===== src/rtl/multicycle_xpsr_flag_unit_if.sv =====
// ---------------------------------------------------------------------------
// multicycle_xpsr_flag_unit_if
//
// Purpose: bundles the signals between the multicycle controller/datapath
// and the xPSR flag unit. It groups the instruction and state context, the
// ALU flag sources, the direct-write path, the condition query and the flag
// results.
//
// Modports:
//   master - controller/datapath side. It drives INSTRUCTION, state,
//            alu_flags, shifter_carry, logical_op, flag_wr_en, flag_wr_data
//            and cond. It observes flagUpdate, flags, cond_pass and upd_done.
//   slave  - flag unit side. It uses the same signals with the directions
//            reversed.
//
// Optional feature macro: XPSR_SHADOW_EN adds flag_save, flag_restore and
// shadow_flags.
// ---------------------------------------------------------------------------
interface multicycle_xpsr_flag_unit_if #(
    parameter int STATE_W = 4
) ();
    logic [31:0]        INSTRUCTION;
    logic [STATE_W-1:0] state;
    logic [3:0]         alu_flags;
    logic               shifter_carry;
    logic               logical_op;
    logic               flag_wr_en;
    logic [3:0]         flag_wr_data;
    logic [3:0]         cond;
    logic               flagUpdate;
    logic [3:0]         flags;
    logic               cond_pass;
    logic               upd_done;
`ifdef XPSR_SHADOW_EN
    logic               flag_save;
    logic               flag_restore;
    logic [3:0]         shadow_flags;
`endif

    modport master (
        output INSTRUCTION, state, alu_flags, shifter_carry, logical_op,
               flag_wr_en, flag_wr_data, cond,
`ifdef XPSR_SHADOW_EN
        output flag_save, flag_restore,
        input  shadow_flags,
`endif
        input  flagUpdate, flags, cond_pass, upd_done
    );

    modport slave (
        input  INSTRUCTION, state, alu_flags, shifter_carry, logical_op,
               flag_wr_en, flag_wr_data, cond,
`ifdef XPSR_SHADOW_EN
        input  flag_save, flag_restore,
        output shadow_flags,
`endif
        output flagUpdate, flags, cond_pass, upd_done
    );
endinterface


===== src/rtl/multicycle_xpsr_flag_unit.sv =====
// ---------------------------------------------------------------------------
// multicycle_xpsr_flag_unit
//
// Purpose: owns the NZCV flag register of the multicycle computer. The unit
// performs four jobs:
//   - It decodes in which controller states the ALU may write the flags.
//   - It arbitrates between direct (MSR-style) writes and ALU writes.
//   - It allows only one ALU flag write per instruction.
//   - It evaluates the 4-bit ARM condition field against the stored flags.
//
// Ports:
//   clk       - system clock, rising edge
//   reset_n   - synchronous active-low reset
//   flagBus   - multicycle_xpsr_flag_unit_if.slave. It carries:
//                 INSTRUCTION, state, alu_flags, shifter_carry, logical_op,
//                 flag_wr_en, flag_wr_data, cond (inputs)
//                 flagUpdate, flags, cond_pass, upd_done (outputs)
//
// Optional feature macro: XPSR_SHADOW_EN. When it is defined, the unit has a
// shadow flag register. flag_save copies the flags into the shadow register.
// flag_restore copies the shadow register back into the flags. Asserting both
// swaps the two values.
// ---------------------------------------------------------------------------
module multicycle_xpsr_flag_unit #(
    parameter int          STATE_W       = 4,
    parameter logic [15:0] UPDATE_STATES = 16'h11C0,
    parameter int          FETCH_STATE   = 0,
    parameter int          SBIT_POS      = 20
) (
    input logic                        clk,
    input logic                        reset_n,
    multicycle_xpsr_flag_unit_if.slave flagBus
);

    logic [3:0]  flags_q,   flags_d;
    logic        updDone_q, updDone_d;
    logic [31:0] stateWide;
    logic        inUpd;
    logic        isFetch;
    logic        flagUpdate;
    logic [3:0]  aluValue;
    logic        nFlag, zFlag, cFlag, vFlag;
    logic        condPass;
`ifdef XPSR_SHADOW_EN
    logic [3:0]  shadow_q, shadow_d;
`endif

    // The mask covers only state codes 0..15. Wider state codes beyond the
    // mask are not update states.
    always_comb begin
        stateWide = 32'(flagBus.state);
        inUpd     = 1'b0;
        if (stateWide < 32'd16) begin
            inUpd = UPDATE_STATES[stateWide[3:0]];
        end
        isFetch    = (flagBus.state == STATE_W'(FETCH_STATE));
        flagUpdate = inUpd & flagBus.INSTRUCTION[SBIT_POS] & ~updDone_q
                     & ~flagBus.flag_wr_en;
    end

    // Logical ops take the carry from the barrel shifter and keep the old V.
    always_comb begin
        aluValue = flagBus.alu_flags;
        if (flagBus.logical_op) begin
            aluValue = {flagBus.alu_flags[3:2], flagBus.shifter_carry, flags_q[0]};
        end
    end

    // Next-state selection for the flag registers, lowest priority first so
    // that each later assignment overrides the earlier ones. The ALU write
    // has the lowest priority. A direct write overrides it. A restore from
    // the shadow register overrides both.
    always_comb begin
        flags_d = flags_q;
        if (flagUpdate) begin
            flags_d = aluValue;
        end
        if (flagBus.flag_wr_en) begin
            flags_d = flagBus.flag_wr_data;
        end
`ifdef XPSR_SHADOW_EN
        shadow_d = shadow_q;
        if (flagBus.flag_save) begin
            shadow_d = flags_q;
        end
        if (flagBus.flag_restore) begin
            flags_d = shadow_q;
        end
`endif
    end

    // Once-per-instruction guard. A fetch state clears the guard, and the
    // clear wins over a set on the same edge.
    always_comb begin
        updDone_d = updDone_q;
        if (flagUpdate) begin
            updDone_d = 1'b1;
        end
        if (isFetch) begin
            updDone_d = 1'b0;
        end
    end

    // State registers. The reset branch does not read any input, so an X on
    // state while reset_n is low cannot reach the registers.
    always_ff @(posedge clk) begin
        if (!reset_n) begin
            flags_q   <= 4'b0000;
            updDone_q <= 1'b0;
`ifdef XPSR_SHADOW_EN
            shadow_q  <= 4'b0000;
`endif
        end else begin
            flags_q   <= flags_d;
            updDone_q <= updDone_d;
`ifdef XPSR_SHADOW_EN
            shadow_q  <= shadow_d;
`endif
        end
    end

    // ARM condition decode on the stored flags. Code F is reserved and
    // never passes.
    always_comb begin
        {nFlag, zFlag, cFlag, vFlag} = flags_q;
        condPass = 1'b0;
        case (flagBus.cond)
            4'h0: condPass = zFlag;
            4'h1: condPass = ~zFlag;
            4'h2: condPass = cFlag;
            4'h3: condPass = ~cFlag;
            4'h4: condPass = nFlag;
            4'h5: condPass = ~nFlag;
            4'h6: condPass = vFlag;
            4'h7: condPass = ~vFlag;
            4'h8: condPass = cFlag & ~zFlag;
            4'h9: condPass = ~cFlag | zFlag;
            4'hA: condPass = (nFlag == vFlag);
            4'hB: condPass = (nFlag != vFlag);
            4'hC: condPass = ~zFlag & (nFlag == vFlag);
            4'hD: condPass = zFlag | (nFlag != vFlag);
            4'hE: condPass = 1'b1;
            default: condPass = 1'b0;
        endcase
    end

    assign flagBus.flagUpdate = flagUpdate;
    assign flagBus.flags      = flags_q;
    assign flagBus.upd_done   = updDone_q;
    assign flagBus.cond_pass  = condPass;
`ifdef XPSR_SHADOW_EN
    assign flagBus.shadow_flags = shadow_q;
`endif

endmodule


===== src/flat_wrapper.sv =====
// flat-port wrapper written by rule: the top's interface ports become plain ports
module multicycle_xpsr_flag_unit_flat 
#(
    parameter int          STATE_W       = 4,
    parameter logic [15:0] UPDATE_STATES = 16'h11C0,
    parameter int          FETCH_STATE   = 0,
    parameter int          SBIT_POS      = 20
)
  (clk, reset_n, flagBus_INSTRUCTION, flagBus_state, flagBus_alu_flags, flagBus_shifter_carry, flagBus_logical_op, flagBus_flag_wr_en, flagBus_flag_wr_data, flagBus_cond, flagBus_flagUpdate, flagBus_flags, flagBus_cond_pass, flagBus_upd_done);
  multicycle_xpsr_flag_unit_if #(.STATE_W(STATE_W)) flagBus_i ();
  input logic clk;
  input logic reset_n;
  input wire logic [$bits(flagBus_i.INSTRUCTION)-1:0] flagBus_INSTRUCTION;
  input wire logic [$bits(flagBus_i.state)-1:0] flagBus_state;
  input wire logic [$bits(flagBus_i.alu_flags)-1:0] flagBus_alu_flags;
  input wire logic [$bits(flagBus_i.shifter_carry)-1:0] flagBus_shifter_carry;
  input wire logic [$bits(flagBus_i.logical_op)-1:0] flagBus_logical_op;
  input wire logic [$bits(flagBus_i.flag_wr_en)-1:0] flagBus_flag_wr_en;
  input wire logic [$bits(flagBus_i.flag_wr_data)-1:0] flagBus_flag_wr_data;
  input wire logic [$bits(flagBus_i.cond)-1:0] flagBus_cond;
  output wire logic [$bits(flagBus_i.flagUpdate)-1:0] flagBus_flagUpdate;
  output wire logic [$bits(flagBus_i.flags)-1:0] flagBus_flags;
  output wire logic [$bits(flagBus_i.cond_pass)-1:0] flagBus_cond_pass;
  output wire logic [$bits(flagBus_i.upd_done)-1:0] flagBus_upd_done;
  assign flagBus_i.INSTRUCTION = flagBus_INSTRUCTION;
  assign flagBus_i.state = flagBus_state;
  assign flagBus_i.alu_flags = flagBus_alu_flags;
  assign flagBus_i.shifter_carry = flagBus_shifter_carry;
  assign flagBus_i.logical_op = flagBus_logical_op;
  assign flagBus_i.flag_wr_en = flagBus_flag_wr_en;
  assign flagBus_i.flag_wr_data = flagBus_flag_wr_data;
  assign flagBus_i.cond = flagBus_cond;
  assign flagBus_flagUpdate = flagBus_i.flagUpdate;
  assign flagBus_flags = flagBus_i.flags;
  assign flagBus_cond_pass = flagBus_i.cond_pass;
  assign flagBus_upd_done = flagBus_i.upd_done;
  multicycle_xpsr_flag_unit #(.STATE_W(STATE_W), .UPDATE_STATES(UPDATE_STATES), .FETCH_STATE(FETCH_STATE), .SBIT_POS(SBIT_POS)) u_core (.clk(clk), .reset_n(reset_n), .flagBus(flagBus_i));
endmodule

===== config.mk =====
export PLATFORM = sky130hd
export DESIGN_NAME = multicycle_xpsr_flag_unit_flat
export DESIGN_NICKNAME = d
export VERILOG_FILES = /design/src/rtl/multicycle_xpsr_flag_unit_if.sv /design/src/rtl/multicycle_xpsr_flag_unit.sv /design/src/flat_wrapper.sv
export SDC_FILE = /design/constraint.sdc
export NUM_CORES = 1
export LEC_CHECK = 0
export BUFFER_PORTS_ARGS = -buffer_cell sky130_fd_sc_hd__buf_2
export CORE_AREA = 4 4 45 47
export CTS_BUF_LIST = sky130_fd_sc_hd__clkbuf_16
export DETAILED_ROUTE_END_ITERATION = 6
export DIE_AREA = 0 0 49 51
export PLACE_DENSITY = 0.74
export SYNTH_ARGS = -nofsm -noshare
export SYNTH_HDL_FRONTEND = slang
export SYNTH_SLANG_ARGS = --single-unit
export TNS_END_PERCENT = 20

===== constraint.sdc =====
create_clock -name clk -period 2.29 [get_ports clk]
set_clock_uncertainty 0.15 [all_clocks]
set_input_delay 0.458 -clock clk [delete_from_list [all_inputs] [get_ports clk]]
set_output_delay 0.458 -clock clk [all_outputs]
set_load 0.02 [all_outputs]

==> reports/results.ini <==
[worst_setup_path]
endpoint_kind = output pin
critPathKind = input pin to output pin
startpoint_type_of_the_worst_setup_path = input pin
critical_path_required_ps = 1680
worst_ep_arrival_time_ps = 1590
critical_path_peak_fanout = 11

[place]
placed_wire_length_estimate_microns = 998
dp_slack_ps = 29.5
io_buffer_count = 28
gp_routability_congestion = 0.719
post_dp_cell_area_sq_um = 631

[timing]
setup-violations-final = 0
finalMaxSlewViolations = 0
worst_pin_slew_ps = 272
timing.setup.tns_ps = 0
finalWorstPathRequiredPeriod_ps = 2190
relSlewSlack_pct = 81.6
hold_viol_final = 0
max_freq_ghz = 0.456
final.period_utilization_pct = 95.8
layout_setup_ws_ps = 95.2
grt_setup_unrepaired = no

[detailed_routing]
detail_route.vias_per_cell = 5.16
drt_pass1_iterations = 2
finalWirelength_mm = 1.26
drtAntennaViolNets = 0
vias = 542
detail_route.drc_violations = 0
drt-wirelength-per-cell_microns = 12.0
drt_iter0_markers = 2

[clock_tree]
clk_path_buf_depth = 2
cts_buf_count = 3
htreeDepth = 1
clock_sinks = 5
tritoncts = built
cts_root_buffer = clkbuf_16
cts-hold-fix-buffers = 0
cts_clock_pin_slew_for_the_worst_setup_and_hold_paths_ps = 30
clock_latency_ps = 220

[layout]
antenna-diode-count = 0
drive_gt1_share_pct = 43.2
finish.net_count = 142
postLayoutCoreUtil_pct = 43.3
fillerInstances = 171
area_overhead_of_the_layout_relative_to_synthesis_pct = 50.7
stdcell_area_sq_um = 714

[global_route]
first_global_vias = 523
grt_start_max_net_pins = 12
grt_remaining_overflow = 0
grt_pass1_wl_mm = 2.13
grt_usage_pct = 11.1
initial_antenna_violation_count = 0

[pwr]
power.switching_fraction_pct = 23.6
netSwitchingPower_uw = 114
power_report.internal_total_uw = 370
power_leakage_uw = 0.000319
clock_power_share_pct = 57.7
worst_ir_drop_vdd_mv = 0.626
relative_contribution_of_sequential_cells_to_total_power_pct = 21.4
comb_power_share_pct = 20.9
p_total_uw = 484
pwr_density_cell_nw_per_um2 = 678

[die]
starting_density_pct = 28.7
placement_rows = 15
coreArea_sq_um = 1650
boundaryPins = 60
floorplan.die_area_sq_um = 2500
die_height_microns = 51
floorplan.die.width_microns = 49

[logic_synthesis]
synth_top_area_share_pct = 21.1
yosysSeqAreaShare_pct = 21.1
synth_seq_cells = 5
ys.warnings.count = 0
post-synth-top-area-cell = dfxtp_1
postSynth.topFlopCell = dfxtp_1
syn-num-nets = 110
synthDistinctLibCells = 33
synthesis.area_per_instance_sq_um = 8.32
yosys-top-cells-area = dfxtp_1 21%, xnor2_1 7.4%, mux2i_1 6.3%
async_flop_share_pct = 0
syn_inst = 57
post_synth_edffs = 0
synth_commonest_cells = 5 x dfxtp_1, 5 x o21ai_0, 4 x a21oi_1, 4 x nor2b_1, 4 x xnor2_1
mappedNetlistArea_sq_um = 474

[run_status]
status = complete, no violations

[worst_hold_path]
holdCritPathClass = input pin to register

[run]
max_cap_viol_count = 0

## through the flow
step                      hold WS, ps  std cells
final                             333        105
after global routing              358        105
after CTS                         329        105
after detailed placement          365        101
after global placement            334        101
after floorplan                   428         57
## metal layers
layer / GRT usage, % / share of wire, % / wire length (microns)
met2: 18.3 / 46 / 580
met3: 5.54 / 8.8 / 111
met5: 0 / 0 / 0
met1: 11.6 / 44 / 549
met4: 5.38 / 1.4 / 17
## state kept, by name (all words and copies together) (netlist names)
name and count:
u_core.flagBus.flags 4, u_core.flagBus.upd_done 1
## kinds of logic after synthesis
logic type	share of synthesized area (%)
AND/OR/NAND/NOR	27.2
multiplexers	8.71
flip-flops	21.1
buffers and inverters	5.01
XOR/XNOR	9.23
AO/OA/AOI/OAI	28.8
## power groups by stage
stage          combinational (uW)  sequential [uW]  clock [uW]
6_report                      101              104         279
5_1_grt                       112              105         294
3_3_place_gp                 97.9              104           0
2_1_floorplan                57.7              108           0
3_5_place_dp                  101              104           0
4_1_cts                       101              103         285
## critical path, stage by stage
cell	delay, ps
clkbuf_4	170
nor4bb_1	160
o31ai_1	190
a31oi_1	110
a311o_1	330
buf_2	160
## worst paths after layout
path / startpoint / to / slack (ps) / cells after the start
min: flagBus_flag_wr_data[1] / u_core.flagBus.flags[1] / 330 / 3
max reg2reg: u_core.flagBus.upd_done / u_core.flagBus.flags[0] / 980 / 5
max: flagBus_cond[0] / flagBus_cond_pass / 100 / 6
min reg2reg: u_core.flagBus.upd_done / u_core.flagBus.upd_done / 360 / 2
## repair_timing
action | in CTS | in global routing
buffers inserted | 0 | 0
gates resized for setup | 0 | 3
setup endpoints to repair | 0 | 1
## area by class of cell
| class | instances | area, sq um | area share, % |
|---|---|---|---|
| inverters | 3 | 11.3 | 1.58 |
| clock buffers | 3 | 75.1 | 10.5 |
| flip-flops and latches | 5 | 103 | 14.4 |
| clock inverters | 1 | 3.75 | 0.525 |
| well taps | 17 | 21.3 | 2.98 |
| multi-input cells | 47 | 350 | 49.0 |
| repair buffers | 29 | 150 | 21.0 |
## cell usage in the layout (no fill, tap or decap), drive strengths merged, types with 3 or more instances in the layout
| cell type | n |
|---|---|
| mux2i | 3 |
| o21ai | 6 |
| a21oi | 5 |
| nor2b | 4 |
| dfxtp | 5 |
| clkbuf | 4 |
| buf | 28 |
| xnor2 | 4 |
| inv | 4 |
No activity file was read; power rests on OpenSTA's default activity.
